--- config.mk ---
export PLATFORM = sky130hd
export DESIGN_NAME = dsp_mac_sequencer_flat
export DESIGN_NICKNAME = d
export VERILOG_FILES = /design/src/rtl/dsp_mac_sequencer_pkg.sv /design/src/rtl/dsp_mac_sequencer_if.sv /design/src/rtl/dsp_mac_sequencer_tag_delay_line.sv /design/src/rtl/dsp_mac_sequencer.sv /design/src/flat_wrapper.sv
export SDC_FILE = /design/constraint.sdc
export NUM_CORES = 1
export LEC_CHECK = 0
export ABC_AREA = 1
export CAP_MARGIN = 20
export CORE_MARGIN = 2
export CORE_UTILIZATION = 42
export CTS_CLUSTER_DIAMETER = 150
export DETAILED_ROUTE_END_ITERATION = 8
export PLACE_DENSITY = 0.84
export SETUP_SLACK_MARGIN = 0.02
export SLEW_MARGIN = 10
export SYNTH_ARGS = -nofsm -noshare
export SYNTH_HDL_FRONTEND = slang
export SYNTH_SLANG_ARGS = --single-unit
--- constraint.sdc ---
create_clock -name i_clk -period 3.4 [get_ports i_clk]
set_input_delay 0.34 -clock i_clk [delete_from_list [all_inputs] [get_ports i_clk]]
set_output_delay 0.34 -clock i_clk [all_outputs]
set_load 0.1 [all_outputs]
--- src/rtl/dsp_mac_sequencer_pkg.sv ---
// Shared constants and types for the DSP48A1 MAC sequencer.
package dsp_mac_sequencer_pkg;

   // Operand, product, accumulator and OPMODE widths of the slice.
   localparam int A_W   = 18;
   localparam int M_W   = 36;
   localparam int P_W   = 48;
   localparam int OPM_W = 8;

   // OPMODE codes: pre-adder off, add, carry 0.
   // FIRST  : X=M, Z=0 (starts a new sum and drops whatever P held)
   // ACC    : X=M, Z=P (adds the product to the running sum)
   // IDLE_OP: X=0, Z=0
   localparam logic [OPM_W-1:0] OPM_FIRST = 8'h01;
   localparam logic [OPM_W-1:0] OPM_ACC   = 8'h09;
   localparam logic [OPM_W-1:0] OPM_IDLE  = 8'h00;

   typedef enum logic [1:0] {
      S_IDLE  = 2'd0,
      S_ACCUM = 2'd1,
      S_DRAIN = 2'd2,
      S_HOLD  = 2'd3
   } state_e;

endpackage

--- src/rtl/dsp_mac_sequencer_if.sv ---
// Operand stream, result stream and DSP slice signals of the sequencer.
interface dsp_mac_sequencer_if;
   import dsp_mac_sequencer_pkg::*;

   logic             inValid;
   logic             inReady;
   logic [A_W-1:0]   inA;
   logic [A_W-1:0]   inB;
   logic             outValid;
   logic             outReady;
   logic [P_W-1:0]   outP;
   logic [A_W-1:0]   dspA;
   logic [A_W-1:0]   dspB;
   logic [OPM_W-1:0] dspOpmode;
   logic [P_W-1:0]   dspP;

   // Sequencer side.
   modport master (
      input  inValid, inA, inB, outReady, dspP,
      output inReady, outValid, outP, dspA, dspB, dspOpmode
   );

   // Source, sink and slice side.
   modport slave (
      output inValid, inA, inB, outReady, dspP,
      input  inReady, outValid, outP, dspA, dspB, dspOpmode
   );

endinterface

--- src/rtl/dsp_mac_sequencer_tag_delay_line.sv ---
// Fixed-depth OPMODE shift register that lines the OPMODE tag up with the
// slice's operand pipeline; a synchronous clear flushes it to IDLE_OP.
module tag_delay_line
   import dsp_mac_sequencer_pkg::*;
#(
   parameter int DEPTH = 1
) (
   input  logic             i_clk,
   input  logic             i_rstn,
   input  logic [OPM_W-1:0] i_tag,
   output logic [OPM_W-1:0] o_tag
);

   logic [OPM_W-1:0] r_stages [DEPTH];

   // Shift one stage per edge; clear returns every stage to IDLE_OP (all zero).
   always_ff @(posedge i_clk) begin
      if (!i_rstn) begin
         r_stages <= '{default: '0};
      end else begin
         r_stages[0] <= i_tag;
         for (int i = 1; i < DEPTH; i++) begin
            r_stages[i] <= r_stages[i-1];
         end
      end
   end

   assign o_tag = r_stages[DEPTH-1];

endmodule

--- src/rtl/dsp_mac_sequencer.sv ---
// Drives one DSP48A1 slice through an N_TAPS multiply-accumulate per vector
// and returns the slice's final P value on a valid/ready result port.
module dsp_mac_sequencer
   import dsp_mac_sequencer_pkg::*;
#(
   parameter int N_TAPS  = 8,
   parameter int OPM_DLY = 1,
   parameter int RES_DLY = 3
) (
   input  logic                i_clk,
   input  logic                i_rstn,
   dsp_mac_sequencer_if.master io_bus
);

   localparam int TAP_W = $clog2(N_TAPS + 1);
   localparam int DRN_W = $clog2(RES_DLY + 2);

   state_e             r_state,    w_state;
   logic [TAP_W-1:0]   r_tapCnt,   w_tapCnt;
   logic [DRN_W-1:0]   r_drainCnt, w_drainCnt;
   logic [A_W-1:0]     r_dspA,     w_dspA;
   logic [A_W-1:0]     r_dspB,     w_dspB;
   logic [OPM_W-1:0]   r_tag,      w_tag;
   logic               r_inReady,  w_inReady;
   logic               r_outValid, w_outValid;
   logic [P_W-1:0]     r_outP,     w_outP;
   logic [OPM_W-1:0]   w_opmode;
   logic               w_inFire;
   logic               w_outFire;

   assign w_inFire  = io_bus.inValid && r_inReady;
   assign w_outFire = r_outValid && io_bus.outReady;

   // Next-state and next-output logic; operands default to zero so that any
   // cycle without an accepted tap adds nothing to the sum.
   always_comb begin
      w_state    = r_state;
      w_tapCnt   = r_tapCnt;
      w_drainCnt = r_drainCnt;
      w_dspA     = '0;
      w_dspB     = '0;
      w_tag      = OPM_IDLE;
      w_outValid = r_outValid;
      w_outP     = r_outP;
      case (r_state)
         S_IDLE: begin
            if (w_inFire) begin
               w_dspA   = io_bus.inA;
               w_dspB   = io_bus.inB;
               w_tag    = OPM_FIRST;
               w_tapCnt = TAP_W'(1);
               w_state  = S_ACCUM;
            end
         end
         S_ACCUM: begin
            w_tag = OPM_ACC;
            if (w_inFire) begin
               w_dspA   = io_bus.inA;
               w_dspB   = io_bus.inB;
               w_tapCnt = r_tapCnt + TAP_W'(1);
               if (r_tapCnt == TAP_W'(N_TAPS - 1)) begin
                  w_drainCnt = DRN_W'(RES_DLY + 1);
                  w_state    = S_DRAIN;
               end
            end
         end
         S_DRAIN: begin
            w_drainCnt = r_drainCnt - DRN_W'(1);
            if (r_drainCnt == DRN_W'(1)) begin
               w_outP     = io_bus.dspP;
               w_outValid = 1'b1;
               w_state    = S_HOLD;
            end
         end
         S_HOLD: begin
            if (w_outFire) begin
               w_outValid = 1'b0;
               w_tapCnt   = '0;
               w_state    = S_IDLE;
            end
         end
         default: begin
            w_state = S_IDLE;
         end
      endcase
      w_inReady = (w_state == S_IDLE) || (w_state == S_ACCUM);
   end

   // State and registered outputs; reset drops any partial vector.
   always_ff @(posedge i_clk) begin
      if (!i_rstn) begin
         r_state    <= S_IDLE;
         r_tapCnt   <= '0;
         r_drainCnt <= '0;
         r_dspA     <= '0;
         r_dspB     <= '0;
         r_tag      <= OPM_IDLE;
         r_inReady  <= 1'b0;
         r_outValid <= 1'b0;
         r_outP     <= '0;
      end else begin
         r_state    <= w_state;
         r_tapCnt   <= w_tapCnt;
         r_drainCnt <= w_drainCnt;
         r_dspA     <= w_dspA;
         r_dspB     <= w_dspB;
         r_tag      <= w_tag;
         r_inReady  <= w_inReady;
         r_outValid <= w_outValid;
         r_outP     <= w_outP;
      end
   end

   tag_delay_line #(
      .DEPTH (OPM_DLY)
   ) u_tagDelay (
      .i_clk  (i_clk),
      .i_rstn (i_rstn),
      .i_tag  (r_tag),
      .o_tag  (w_opmode)
   );

   assign io_bus.inReady   = r_inReady;
   assign io_bus.outValid  = r_outValid;
   assign io_bus.outP      = r_outP;
   assign io_bus.dspA      = r_dspA;
   assign io_bus.dspB      = r_dspB;
   assign io_bus.dspOpmode = w_opmode;

endmodule

--- src/flat_wrapper.sv ---
// flat-port wrapper written by rule: the top's interface ports become plain ports
module dsp_mac_sequencer_flat import dsp_mac_sequencer_pkg::*;
#(
   parameter int N_TAPS  = 8,
   parameter int OPM_DLY = 1,
   parameter int RES_DLY = 3
)
  (i_clk, i_rstn, io_bus_inValid, io_bus_inA, io_bus_inB, io_bus_outReady, io_bus_dspP, io_bus_inReady, io_bus_outValid, io_bus_outP, io_bus_dspA, io_bus_dspB, io_bus_dspOpmode);
  dsp_mac_sequencer_if io_bus_i ();
  input  logic i_clk;
  input  logic i_rstn;
  input wire logic [$bits(io_bus_i.inValid)-1:0] io_bus_inValid;
  input wire logic [$bits(io_bus_i.inA)-1:0] io_bus_inA;
  input wire logic [$bits(io_bus_i.inB)-1:0] io_bus_inB;
  input wire logic [$bits(io_bus_i.outReady)-1:0] io_bus_outReady;
  input wire logic [$bits(io_bus_i.dspP)-1:0] io_bus_dspP;
  output wire logic [$bits(io_bus_i.inReady)-1:0] io_bus_inReady;
  output wire logic [$bits(io_bus_i.outValid)-1:0] io_bus_outValid;
  output wire logic [$bits(io_bus_i.outP)-1:0] io_bus_outP;
  output wire logic [$bits(io_bus_i.dspA)-1:0] io_bus_dspA;
  output wire logic [$bits(io_bus_i.dspB)-1:0] io_bus_dspB;
  output wire logic [$bits(io_bus_i.dspOpmode)-1:0] io_bus_dspOpmode;
  assign io_bus_i.inValid = io_bus_inValid;
  assign io_bus_i.inA = io_bus_inA;
  assign io_bus_i.inB = io_bus_inB;
  assign io_bus_i.outReady = io_bus_outReady;
  assign io_bus_i.dspP = io_bus_dspP;
  assign io_bus_inReady = io_bus_i.inReady;
  assign io_bus_outValid = io_bus_i.outValid;
  assign io_bus_outP = io_bus_i.outP;
  assign io_bus_dspA = io_bus_i.dspA;
  assign io_bus_dspB = io_bus_i.dspB;
  assign io_bus_dspOpmode = io_bus_i.dspOpmode;
  dsp_mac_sequencer #(.N_TAPS(N_TAPS), .OPM_DLY(OPM_DLY), .RES_DLY(RES_DLY)) u_core (.i_clk(i_clk), .i_rstn(i_rstn), .io_bus(io_bus_i));
endmodule
### Yosys cells after proc, flatten, opt, wreduce, memory -nomap -nowiden

Cells that the tools add are included.

* word-level logic and storage cells: 55
* bits of input ports: 88
* output and inout bits: 94
* flip-flop bits (word level): 111

* mux-type cells: 18
* reductions and logical operators: 14
* add/subtract/negate cells: 2
* equal/unequal tests: 11

Operators with widths (number)
* $pmux W8 S2: 1
* $mux W4: 3
* $pmux W4 S3: 1
* $mux W2: 5
* $ne A2 B1 Y1 const B: 5
* $reduce_and A3 Y1: 3
* $pmux W2 S4: 1
* $mux W3: 2
* $pmux W3 S2: 1
* $add A4 B1 Y4 const B: 1
* $eq A2 B1 Y1 const B: 2
* $eq A2 B2 Y1 const B: 2
* $eq A4 B3 Y1 const B: 1
* $logic_not A2 Y1: 2
* $reduce_and A4 Y1: 1
* $reduce_bool A2 Y1: 2
* $eq A3 B1 Y1 const B: 1
* $mux W1: 3
* $reduce_bool A3 Y1: 1
* $sub A3 B1 Y3 const B: 1
* $logic_and A1 B1 Y1: 2
* $pmux W1 S2: 1
* $reduce_and A2 Y1: 1
* $reduce_or A2 Y1: 1
* $logic_or A1 B1 Y1: 1

### Logic depth before layout (Yosys ltp)

Gate-level depths: netlist of run 1.

* depth in word-level cells: 6
* depth in mapped cells: 11
* depth with buffers taken out: 11

### Modules after synthesis

From an unflattened synthesis of run 1, not the netlist that was laid out.

* cell total of the unflattened synthesis: 436
* area total of the unflattened synthesis: 3513.4 um^2

By module, submodules not included
* dsp_mac_sequencer: seq. area each 1941.9 um^2, cells each 411, times used 1, area an instance 3288.2 um^2
* tag_delay_line: seq. area each 160.2 um^2, cells each 25, times used 1, area an instance 225.2 um^2

### Least setup slack after synthesis of run 1

OpenSTA, ideal clock, no wires.

* path kind: register -> register
* from: register u_core.r_inReady (netlist: u_core.io_bus.inReady)
* to: register u_core.r_drainCnt[1]
* period minus slack after synthesis: 1831 ps
* arrival: 1714 ps
* setup slack: 1569 ps
* buffers on the path: 0
* library setup time: 117 ps
* required time: 3283 ps
* cell stages (with the launch flop): 8
* cells stage by stage: dfxtp_1 -> nand2_1 -> nor2_1 -> nand2_1 -> nand2_1 -> nand2_1 -> o21ai_1 -> nor2_1

* cells in the longest elaborated chain, start to end: 3

Ends and longest elaborated chain
* start, declared: line dsp_mac_sequencer.sv:24 `logic r_inReady, w_inReady;`
* start signal, assigned: line dsp_mac_sequencer.sv:108 `r_inReady <= w_inReady;`
* $logic_and A1 B1 Y1: line dsp_mac_sequencer.sv:31 `assign w_inFire = io_bus.inValid && r_inReady;`
* $ne A2 B1 Y1 (no line)
* $reduce_and A3 Y1 (no line)
* end signal, assigned: line dsp_mac_sequencer.sv:104 `r_drainCnt <= w_drainCnt;`
* end, declared: line dsp_mac_sequencer.sv:20 `logic [DRN_W-1:0] r_drainCnt, w_drainCnt;`

Every way passes these cells.
A chain may end at the register's enable or synchronous reset.

### Final worst setup path of run 1

* from: register u_core.r_outValid (netlist: u_core.io_bus.outValid)
* to: output port io_bus_outValid

RTL lines
* start, declared: line dsp_mac_sequencer.sv:25 `logic r_outValid, w_outValid;`
* start signal, assigned: line dsp_mac_sequencer.sv:109 `r_outValid <= w_outValid;`
* end, declared: line flat_wrapper.sv:18 `output wire logic [$bits(io_bus_i.outValid)-1:0] io_bus_outValid;`

No word-level cell between the ends.

==> run metrics, run 1 <==
# Max-Cap Violations 0; final critical delay including setup and external delays around 2300 ps; total I/O pin count 182; critical path data arrival time around 1900 ps; number of buffers on the longest clock path 2; series of cell instances along the critical path clkdlybuf4s50_1; hpwl dp approximately 6400 um; clock root buffer sky130_fd_sc_hd__clkbuf_8; mean instance size in the synthesized netlist around 8.0 um^2; total wire length 8710 um; initial detailed-routing violation count between 80 and 90; Peak Freq between 0.4 and 0.5 GHz; die width 95.5 um; worst-case headroom to the max-slew limit 0.327; total clock buffers created by CTS 9; initial cell density of the core 0.430; Worst-Skew Late Latency about 340 ps; sequential share of the synthesized area 0.564; core region area between 0.008 and 0.009 mm^2; post-CTS setup repair buffer count 0; placed cell count 700; remaining global-route overflow 0; sort of element at the start of the critical path register; number of cells in the finished layout apart from fillers slightly above 700; number of warnings printed during yosys synthesis 0; number of gates resized after CTS 0; leakage power figure ~2.5 nW; layout-stage area growth over the synthesis result 55.2%; # port buffers ~180; PD cells ~420 mW/mm^2; required time at the worst-slack endpoint 3060 ps; slew of the pin with the lowest slew margin ~1000 ps; average wire per cell in the routed design 12.2 um; cell area after technology mapping around 0.0035 mm^2; final-layout setup total negative slack 0 ps; setup slack after layout ~1100 ps; category of the most critical setup path reg2out; master of the slowest instance on the critical path sky130_fd_sc_hd__clkdlybuf4s50_1; Diodes inserted 0; largest vdd supply drop about 0.23 mV; Yosys cell types 23; Layout Nets 701; final setup violation count 0; pin count of the biggest net entering global routing a little under 60; post-route total power approximately 2.3 mW; area of all placed cells without fillers approximately 0.0055 mm^2; CP max stage delay 1180 ps; top fanout value on the critical path 4; Die Footprint 0.00911 mm^2; #FFs+latches synth a little under 100; routability-driven placement congestion ratio around 0.77; vertical die dimension between 90 and 100 um; Fin. Hold Viols 0; Critical Path Sink Type output port; share of cells above drive strength 1 0.0426; smallest hold slack 419 ps; placement-stage cell area 0.00526 mm^2; via count of the first global-routing pass between 3000 and 4000; Final Max Slew Viols 0; final cycle utilization of the critical path 0.662; CTS hold repair buffers 0; global-route wire length before repair between 10000 and 15000 um; global router's overall resource usage 0.190; number of antenna violations at the first check in global routing 0; number of optimization iterations in the first detailed-route pass 6; DRT antenna net count 0; post-detailed-route DRC marker count 0; number of instances in the synthesized netlist around 440; area of combinational cells with multiple inputs ~0.0012 mm^2; setup repair after global routing missed its margin false; Worst Path Buf+Inv 1; number of sinks on the clock net a little under 100; number of core rows 33; count of filler cells inserted in the layout roughly 660; Avg Vias per Cell 4.52; final design utilization 0.667; top cell family by delay on the critical path buffers and inverters; clock transition at the registers of the reported paths around 90 ps; DP Worst Slack between 1000 and 1500 ps; CTS tree done; H-Tree Level Count 3; Sequential cell area 0.00198 mm^2; worst clock skew on the final layout ~13 ps; total via count after detailed routing 3230; run status completed; hold crit path type reg2reg
==> synthesized netlist by cell type, drive strengths merged <==
| master | instances | area (um^2) |
|---|---|---|
| o21ai | 52 | 260 |
| a21oi | 7 | 35.0 |
| o211ai | 1 | 12.5 |
| nand2 | 38 | 150 |
| xnor2 | 1 | 8.76 |
| o21bai | 1 | 7.51 |
| nand3 | 8 | 52.6 |
| ha | 7 | 87.6 |
| nor2 | 141 | 537 |
| conb | 1 | 3.75 |
| inv | 57 | 214 |
| buf | 23 | 149 |
| clkbuf | 2 | 8.75 |
| dfxtp | 99 | 1980 |
| nor3 | 1 | 5.00 |
==> worst reg2reg max path, stage by stage, from the launching register on <==
cell,delay [ps]
sky130_fd_sc_hd__dfxtp_1,360
sky130_fd_sc_hd__inv_1,90
sky130_fd_sc_hd__ha_1,230
sky130_fd_sc_hd__nand2_1,110
sky130_fd_sc_hd__nor2_4,30
sky130_fd_sc_hd__buf_4,260
sky130_fd_sc_hd__inv_2,660
sky130_fd_sc_hd__nand2_1,110
sky130_fd_sc_hd__nand2_1,100
sky130_fd_sc_hd__a21oi_1,60
==> power breakdown <==
group | total, mW | internal (mW) | switching (mW)
combinational | 0.354 | 0.136 | 0.218
clock | 0.734 | 0.357 | 0.377
sequential | 1.19 | 1.18 | 0.00908
==> metal layers <==
layer | track usage | vias up | wire length, um
li1 | - | 1647 | -
met1 | 0.206 | 1444 | 3410
met2 | 0.335 | 124 | 4310
met3 | 0.0680 | 15 | 793
met4 | 0.0762 | 0 | 195
met5 | 0 | - | 0
==> cell type report <==
type                       count  share of cell area
tap                          105              0.0241
sequential                    99               0.363
multi-input combinational    263               0.216
clock buffer                  11              0.0259
timing repair buffer         176               0.322
inverter                      57              0.0392
clock inverter                 4             0.00941
==> flip-flops by register name (all words and copies together), names as in the netlist <==
signal                   cells
u_core.io_bus.dspA          18
u_core.io_bus.inReady        1
u_core.r_drainCnt            3
u_core.r_tag                 2
u_core.r_tapCnt              4
u_core.io_bus.outP          48
u_core.r_state               2
u_core.io_bus.dspB          18
u_core.io_bus.outValid       1
u_core.u_tagDelay.o_tag      2
==> cell families after synthesis <==
kind of cell / synth area share
AND/OR/NAND/NOR: 0.212
buffers and inverters: 0.106
XOR/XNOR: 0.00249
adder cells (fa/ha/maj): 0.0249
flip-flops: 0.564
AO/OA/AOI/OAI: 0.0897
other: 0.00107
==> final timing paths <==
path	startpoint	endpoint	slack [ps]	cells past startpoint
worst max-delay path	u_core.io_bus.outValid	io_bus_outValid	1150	1
worst min-delay path	u_core.r_tag[0]	u_core.u_tagDelay.o_tag[0]	420	2
worst max register to register	u_core.r_state[0]	u_core.r_state[0]	1280	9
worst min register to register	u_core.r_tag[0]	u_core.u_tagDelay.o_tag[0]	420	2
==> cells in the final DEF (no fill, tap or decap) <==
master,instances
sky130_fd_sc_hd__nor2_1,140
sky130_fd_sc_hd__clkbuf_8,10
sky130_fd_sc_hd__o21bai_1,1
sky130_fd_sc_hd__inv_1,53
sky130_fd_sc_hd__clkdlybuf4s50_1,174
sky130_fd_sc_hd__nand3_1,7
sky130_fd_sc_hd__a21oi_1,7
sky130_fd_sc_hd__clkbuf_1,1
sky130_fd_sc_hd__clkinv_4,1
sky130_fd_sc_hd__o21ai_1,6
sky130_fd_sc_hd__conb_1,6
sky130_fd_sc_hd__nand3_4,1
sky130_fd_sc_hd__bufinv_16,1
sky130_fd_sc_hd__dfxtp_1,99
sky130_fd_sc_hd__o21ai_0,46
sky130_fd_sc_hd__nand2_2,3
sky130_fd_sc_hd__nand2_1,35
sky130_fd_sc_hd__buf_2,1
sky130_fd_sc_hd__nor3_1,1
sky130_fd_sc_hd__xnor2_1,1
sky130_fd_sc_hd__clkinvlp_4,1
sky130_fd_sc_hd__buf_4,1
sky130_fd_sc_hd__clkinv_2,1
sky130_fd_sc_hd__inv_2,4
sky130_fd_sc_hd__ha_1,7
sky130_fd_sc_hd__o211ai_2,1
sky130_fd_sc_hd__nor2_4,1
Power figures use the tool's default switching activity.
==> run 2: changes to the inputs <==
--- a/config.mk
+++ b/config.mk
@@ -8,10 +8,10 @@
 export ABC_AREA = 1
 export CAP_MARGIN = 20
 export CORE_MARGIN = 2
-export CORE_UTILIZATION = 42
+export CORE_UTILIZATION = 36
 export CTS_CLUSTER_DIAMETER = 150
 export DETAILED_ROUTE_END_ITERATION = 8
-export PLACE_DENSITY = 0.84
+export PLACE_DENSITY = 0.77
 export SETUP_SLACK_MARGIN = 0.02
 export SLEW_MARGIN = 10
 export SYNTH_ARGS = -nofsm -noshare
==> constraint.sdc (replaced) <==
create_clock -name i_clk -period 1.9 [get_ports i_clk]
set_input_delay 0.19 -clock i_clk [delete_from_list [all_inputs] [get_ports i_clk]]
set_output_delay 0.19 -clock i_clk [all_outputs]
set_load 0.1 [all_outputs]
==> run metrics, run 2 (synthesized netlist as in run 1, its figures left out) <==
worst reg-to-reg path cell count 7; setup repair after global routing missed its margin false; number of core rows 36; DP Worst Slack approximately 340 ps; setup slack after layout about 310 ps; worst clock skew on the final layout between 9 and 10 ps; initial cell density of the core 0.364; remaining global-route overflow 0; total I/O pin count roughly 180; PD cells just under 800 mW/mm^2; final-layout setup total negative slack 0 ps; number of optimization iterations in the first detailed-route pass 4; final setup violation count 0; sort of element at the start of the critical path register; number of flip-flops under the largest register name 48; global-route wire length before repair between 10000 and 15000 um; hold crit path type in2reg; register-to-register setup slack just over 300 ps; clock transition at the registers of the reported paths 100 ps; # port buffers 175; H-Tree Level Count 3; required time at the worst-slack endpoint ~2200 ps; hold-critical path depth 3; CTS tree done; Fin. Hold Viols 0; number of buffers on the longest clock path 2; share of cells above drive strength 1 0.191; vertical die dimension a little over 100 um; beginning of the worst hold path i_rstn; total clock buffers created by CTS 9; largest vdd supply drop 0.389 mV; number of gates resized after CTS 0; total wire length ~8700 um; count of filler cells inserted in the layout 911; Die Footprint 0.0106 mm^2; layout-stage area growth over the synthesis result 51.0%; # Max-Cap Violations 0; post-detailed-route DRC marker count 0; Avg Vias per Cell 4.38; initial detailed-routing violation count 110; leakage power figure 2.66 nW; number of antenna violations at the first check in global routing 0; run status completed; critical register-to-register path startpoint u_core.r_state[0]; Endpoint, Worst Hold u_core.u_tagDelay.o_tag[0]; hpwl dp around 6400 um; die width between 100 and 150 um; final cycle utilization of the critical path 0.837; final critical delay including setup and external delays between 1500 and 2000 ps; critical path data arrival time between 1500 and 2000 ps; most common cell after layout, fill and taps aside sky130_fd_sc_hd__nor2_1; clock root buffer sky130_fd_sc_hd__clkbuf_8; Layout Nets approximately 700; critical register-to-register path endpoint u_core.io_bus.outP[46]; global router's overall resource usage 0.160; average wire per cell in the routed design around 12 um; number of sinks on the clock net 99; DRT antenna net count 0; Worst-Skew Late Latency 350 ps; post-CTS setup repair buffer count 0; CTS hold repair buffers 0; Critical Path Sink Type register; category of the most critical setup path reg2reg; top fanout value on the critical path 49; Peak Freq ~0.63 GHz; Diodes inserted 0; core region area around 0.0096 mm^2; pin count of the biggest net entering global routing 51; routability-driven placement congestion ratio between 0.8 and 0.9; Final Max Slew Viols 0; via count of the first global-routing pass between 3000 and 4000; most frequent cells in the layout sky130_fd_sc_hd__nor2_1 (140), sky130_fd_sc_hd__dfxtp_1 (99), sky130_fd_sc_hd__buf_4 (90); total via count after detailed routing ~3300
==> run 2: changes by cell type in the layout (fill, tap and decap cells not counted) <==
cell                              before  now
sky130_fd_sc_hd__buf_12                0    1
sky130_fd_sc_hd__clkinv_2              1    0
sky130_fd_sc_hd__clkinvlp_4            1    3
sky130_fd_sc_hd__clkinv_4              1    0
sky130_fd_sc_hd__inv_6                 0    1
sky130_fd_sc_hd__buf_4                 1   90
sky130_fd_sc_hd__clkdlybuf4s50_1     174   86
==> run 2: worst max-delay path by stage <==
| stage | startpoint | endpoint |
|---|---|---|
| floorplan | u_core.io_bus.inReady | u_core.r_drainCnt[1] |
| global placement | u_core.r_state[0] | u_core.io_bus.outP[44] |
| detailed placement | u_core.r_state[0] | u_core.io_bus.outP[5] |
| CTS | u_core.r_state[0] | u_core.io_bus.outP[5] |
| global route | u_core.r_state[0] | u_core.io_bus.outP[43] |
| finish | u_core.r_state[0] | u_core.io_bus.outP[46] |
==> run 2: per-layer routing <==
metal	vias to the layer above	GRT usage	routed length, um
li1	1651	-	-
met1	1494	0.176	3540
met2	113	0.281	4320
met3	7	0.0556	735
met4	0	0.0638	104
met5	-	0	0
==> run 2: power breakdown <==
group	leakage, nW	switching, mW	internal [mW]
logic	1.76	0.393	0.236
clock network	0.0922	0.720	0.650
registers	0.801	0.0185	2.12
total	2.66	1.13	3.00
==> run 2: final cells by class <==
type | count | area (um^2) | area share
Tap cell | 133 | 166 | 0.0314
Sequential cell | 99 | 1980 | 0.374
Clock buffer | 11 | 141 | 0.0267
Clock inverter | 5 | 61.3 | 0.0116
Inverter | 57 | 214 | 0.0403
Timing Repair Buffer | 178 | 1560 | 0.294
Multi-Input combinational cell | 263 | 1180 | 0.222
==> run 2: critical path: stages, from the launching register on <==
cell                      delay, ps
sky130_fd_sc_hd__dfxtp_1        350
sky130_fd_sc_hd__inv_1          130
sky130_fd_sc_hd__ha_1           200
sky130_fd_sc_hd__nand2_1        100
sky130_fd_sc_hd__nor2_4         100
sky130_fd_sc_hd__buf_4          380
sky130_fd_sc_hd__o21ai_0        150
sky130_fd_sc_hd__nor2_1         110
==> run 2: per-stage QoR <==
stage	area, um^2	util	hold WS [ps]	power, mW	cells
CTS	5310	0.550	107	4.19	746
global placement	5100	0.529	399	2.80	730
finish	5310	0.550	130	4.13	746
global route	5310	0.550	118	4.31	746
floorplan	3530	-	302	2.57	444
detailed placement	5100	0.529	406	2.81	730
==> run 3: changes to the inputs <==
--- a/config.mk
+++ b/config.mk
@@ -8,10 +8,10 @@
 export ABC_AREA = 1
 export CAP_MARGIN = 20
 export CORE_MARGIN = 2
-export CORE_UTILIZATION = 36
+export CORE_UTILIZATION = 39
 export CTS_CLUSTER_DIAMETER = 150
 export DETAILED_ROUTE_END_ITERATION = 8
-export PLACE_DENSITY = 0.77
+export PLACE_DENSITY = 0.79
 export SETUP_SLACK_MARGIN = 0.02
 export SLEW_MARGIN = 10
 export SYNTH_ARGS = -nofsm -noshare
==> constraint.sdc (replaced) <==
create_clock -name i_clk -period 1.6 [get_ports i_clk]
set_input_delay 0.16 -clock i_clk [delete_from_list [all_inputs] [get_ports i_clk]]
set_output_delay 0.16 -clock i_clk [all_outputs]
set_load 0.1 [all_outputs]
==> run metrics, run 3 (synthesized netlist as in run 1, its figures left out) <==
run status completed; initial cell density of the core 0.403; hpwl dp between 7000 and 8000 um; Int Pwr 3.83 mW; worst reg-to-reg path cell count 12; top fanout value on the critical path 4; die width about 99 um; sort of element at the start of the critical path register; Layout Nets slightly above 700; number of flip-flops under the largest register name between 40 and 50; Diodes inserted 0; Final Max Slew Viols 0; Die Footprint approximately 0.0098 mm^2; # port buffers 175; via count of the first global-routing pass between 3000 and 4000; register-to-register setup slack around 150 ps; core region area roughly 0.0087 mm^2; critical register-to-register path startpoint u_core.r_state[1]; total I/O pin count roughly 180; most common cell after layout, fill and taps aside sky130_fd_sc_hd__nor2_1; number of sinks on the clock net 99; pin count of the biggest net entering global routing slightly above 40; final critical delay including setup and external delays about 1500 ps; smallest hold slack ~230 ps; required time at the worst-slack endpoint 1850 ps; average wire per cell in the routed design 13.4 um; global router's overall resource usage 0.197; routability-driven placement congestion ratio 0.792; category of the most critical setup path reg2reg; initial detailed-routing violation count 94; post-detailed-route DRC marker count 0; hold crit path type in2reg; total wire length 9760 um; share of cells above drive strength 1 0.218; critical path data arrival time 1700 ps; Worst-Skew Late Latency between 300 and 400 ps; setup repair after global routing missed its margin false; CTS hold repair buffers 0; fraction of power spent switching nets 0.266; vertical die dimension ~99 um; total via count after detailed routing between 3000 and 4000; leakage power figure 2.96 nW; placed cell count roughly 710; combinational cell fraction of total power 0.165; final setup violation count 0; number of antenna violations at the first check in global routing 0; layout-stage area growth over the synthesis result 85.2%; hold-critical path depth 3; Avg Vias per Cell between 4 and 5; number of buffers on the longest clock path 2; final cycle utilization of the critical path 0.908; Peak Freq ~0.7 GHz; global-route wire length before repair 15700 um; most frequent cells in the layout sky130_fd_sc_hd__nor2_1 (139), sky130_fd_sc_hd__dfxtp_1 (96), sky130_fd_sc_hd__buf_12 (89); Net Switching around 1.4 mW; clock transition at the registers of the reported paths ~90 ps; beginning of the worst hold path i_rstn; count of filler cells inserted in the layout just under 600; critical register-to-register path endpoint u_core.r_tapCnt[2]; Critical Path Sink Type register; clock root buffer sky130_fd_sc_hd__clkbuf_8; PD cells 802 mW/mm^2; number of cells in the finished layout apart from fillers 728; remaining global-route overflow 0; total clock buffers created by CTS 9; number of optimization iterations in the first detailed-route pass 4; worst clock skew on the final layout just under 20 ps; post-route total power about 5.2 mW; CTS tree done; portion of total power attributed to sequential cells 0.489; Endpoint, Worst Hold u_core.u_tagDelay.o_tag[0]; clock power share 0.346; DRT antenna net count 0; H-Tree Level Count 3; Fin. Hold Viols 0; # Max-Cap Violations 0; number of core rows 34; largest vdd supply drop 0.489 mV
run 3: how the worst max path moves through the flow:
stage                                     start                      to  slack [ps]  cells past startpoint
after floorplan           u_core.io_bus.inReady    u_core.r_drainCnt[1]         120                      7
after global placement        u_core.r_state[0]  u_core.io_bus.outValid         -80                      7
final                         u_core.r_state[1]      u_core.r_tapCnt[2]         150                     12
after detailed placement      u_core.r_state[0]  u_core.io_bus.outP[23]        -210                      8
after global routing          u_core.r_state[0]      u_core.r_tapCnt[2]          10                     10
after CTS                     u_core.r_state[1]   u_core.io_bus.dspB[7]           3                      7
run 3: layer usage:
metal,part of all wire,routed length [um],GRT usage,vias up
met3,0.086,843,0.0645,16
met5,0,0,0,-
met1,0.38,3740,0.215,1534
li1,-,-,-,1670
met4,0.019,184,0.0706,0
met2,0.51,4980,0.354,142
run 3: final cells by class:
cell class / count / area, um^2 / area share
clock inverters: 6 / 95.1 / 0.0146
well taps: 108 / 135 / 0.0208
inverters: 57 / 214 / 0.0329
multi-input cells: 265 / 1230 / 0.189
clock buffers: 10 / 138 / 0.0212
repair buffers: 183 / 2710 / 0.417
flip-flops and latches: 99 / 1990 / 0.305
run 3: what timing repair did:
item,in CTS,in global routing
gates cloned,1,1
buffers inserted,1,0
setup endpoints to repair,87,88
pin swaps,1,1
gates resized for setup,1,13
run 3: worst max-delay path: stages (launching register included):
cell and delay, ps:
sky130_fd_sc_hd__dfxtp_2 340, sky130_fd_sc_hd__buf_4 140, sky130_fd_sc_hd__inv_2 80, sky130_fd_sc_hd__ha_1 170, sky130_fd_sc_hd__inv_2 70, sky130_fd_sc_hd__nand2_4 110
sky130_fd_sc_hd__nand2_2 70, sky130_fd_sc_hd__nand2_2 100, sky130_fd_sc_hd__inv_2 60, sky130_fd_sc_hd__nand2_1 70, sky130_fd_sc_hd__nand2_1 70, sky130_fd_sc_hd__nand2_1 60
sky130_fd_sc_hd__inv_1 30
run 3: power groups by stage:
stage / clock network, mW / logic, mW / registers [mW]
2_1_floorplan: 0 / 0.232 / 2.82
3_3_place_gp: 0 / 0.826 / 2.61
3_5_place_dp: 0 / 0.840 / 2.61
4_1_cts: 1.86 / 0.844 / 2.55
5_1_grt: 1.95 / 0.910 / 2.56
6_report: 1.81 / 0.860 / 2.55
run 3: through the flow:
step	instance area, um^2	setup TNS, ps	util	setup slack, ps
4_1_cts	6450	0	0.740	2.53
6_report	6510	0	0.746	147
5_1_grt	6510	0	0.746	9.60
2_1_floorplan	3530	0	-	120
3_5_place_dp	6200	-7700	0.711	-207
3_3_place_gp	6200	-3270	0.711	-80.7
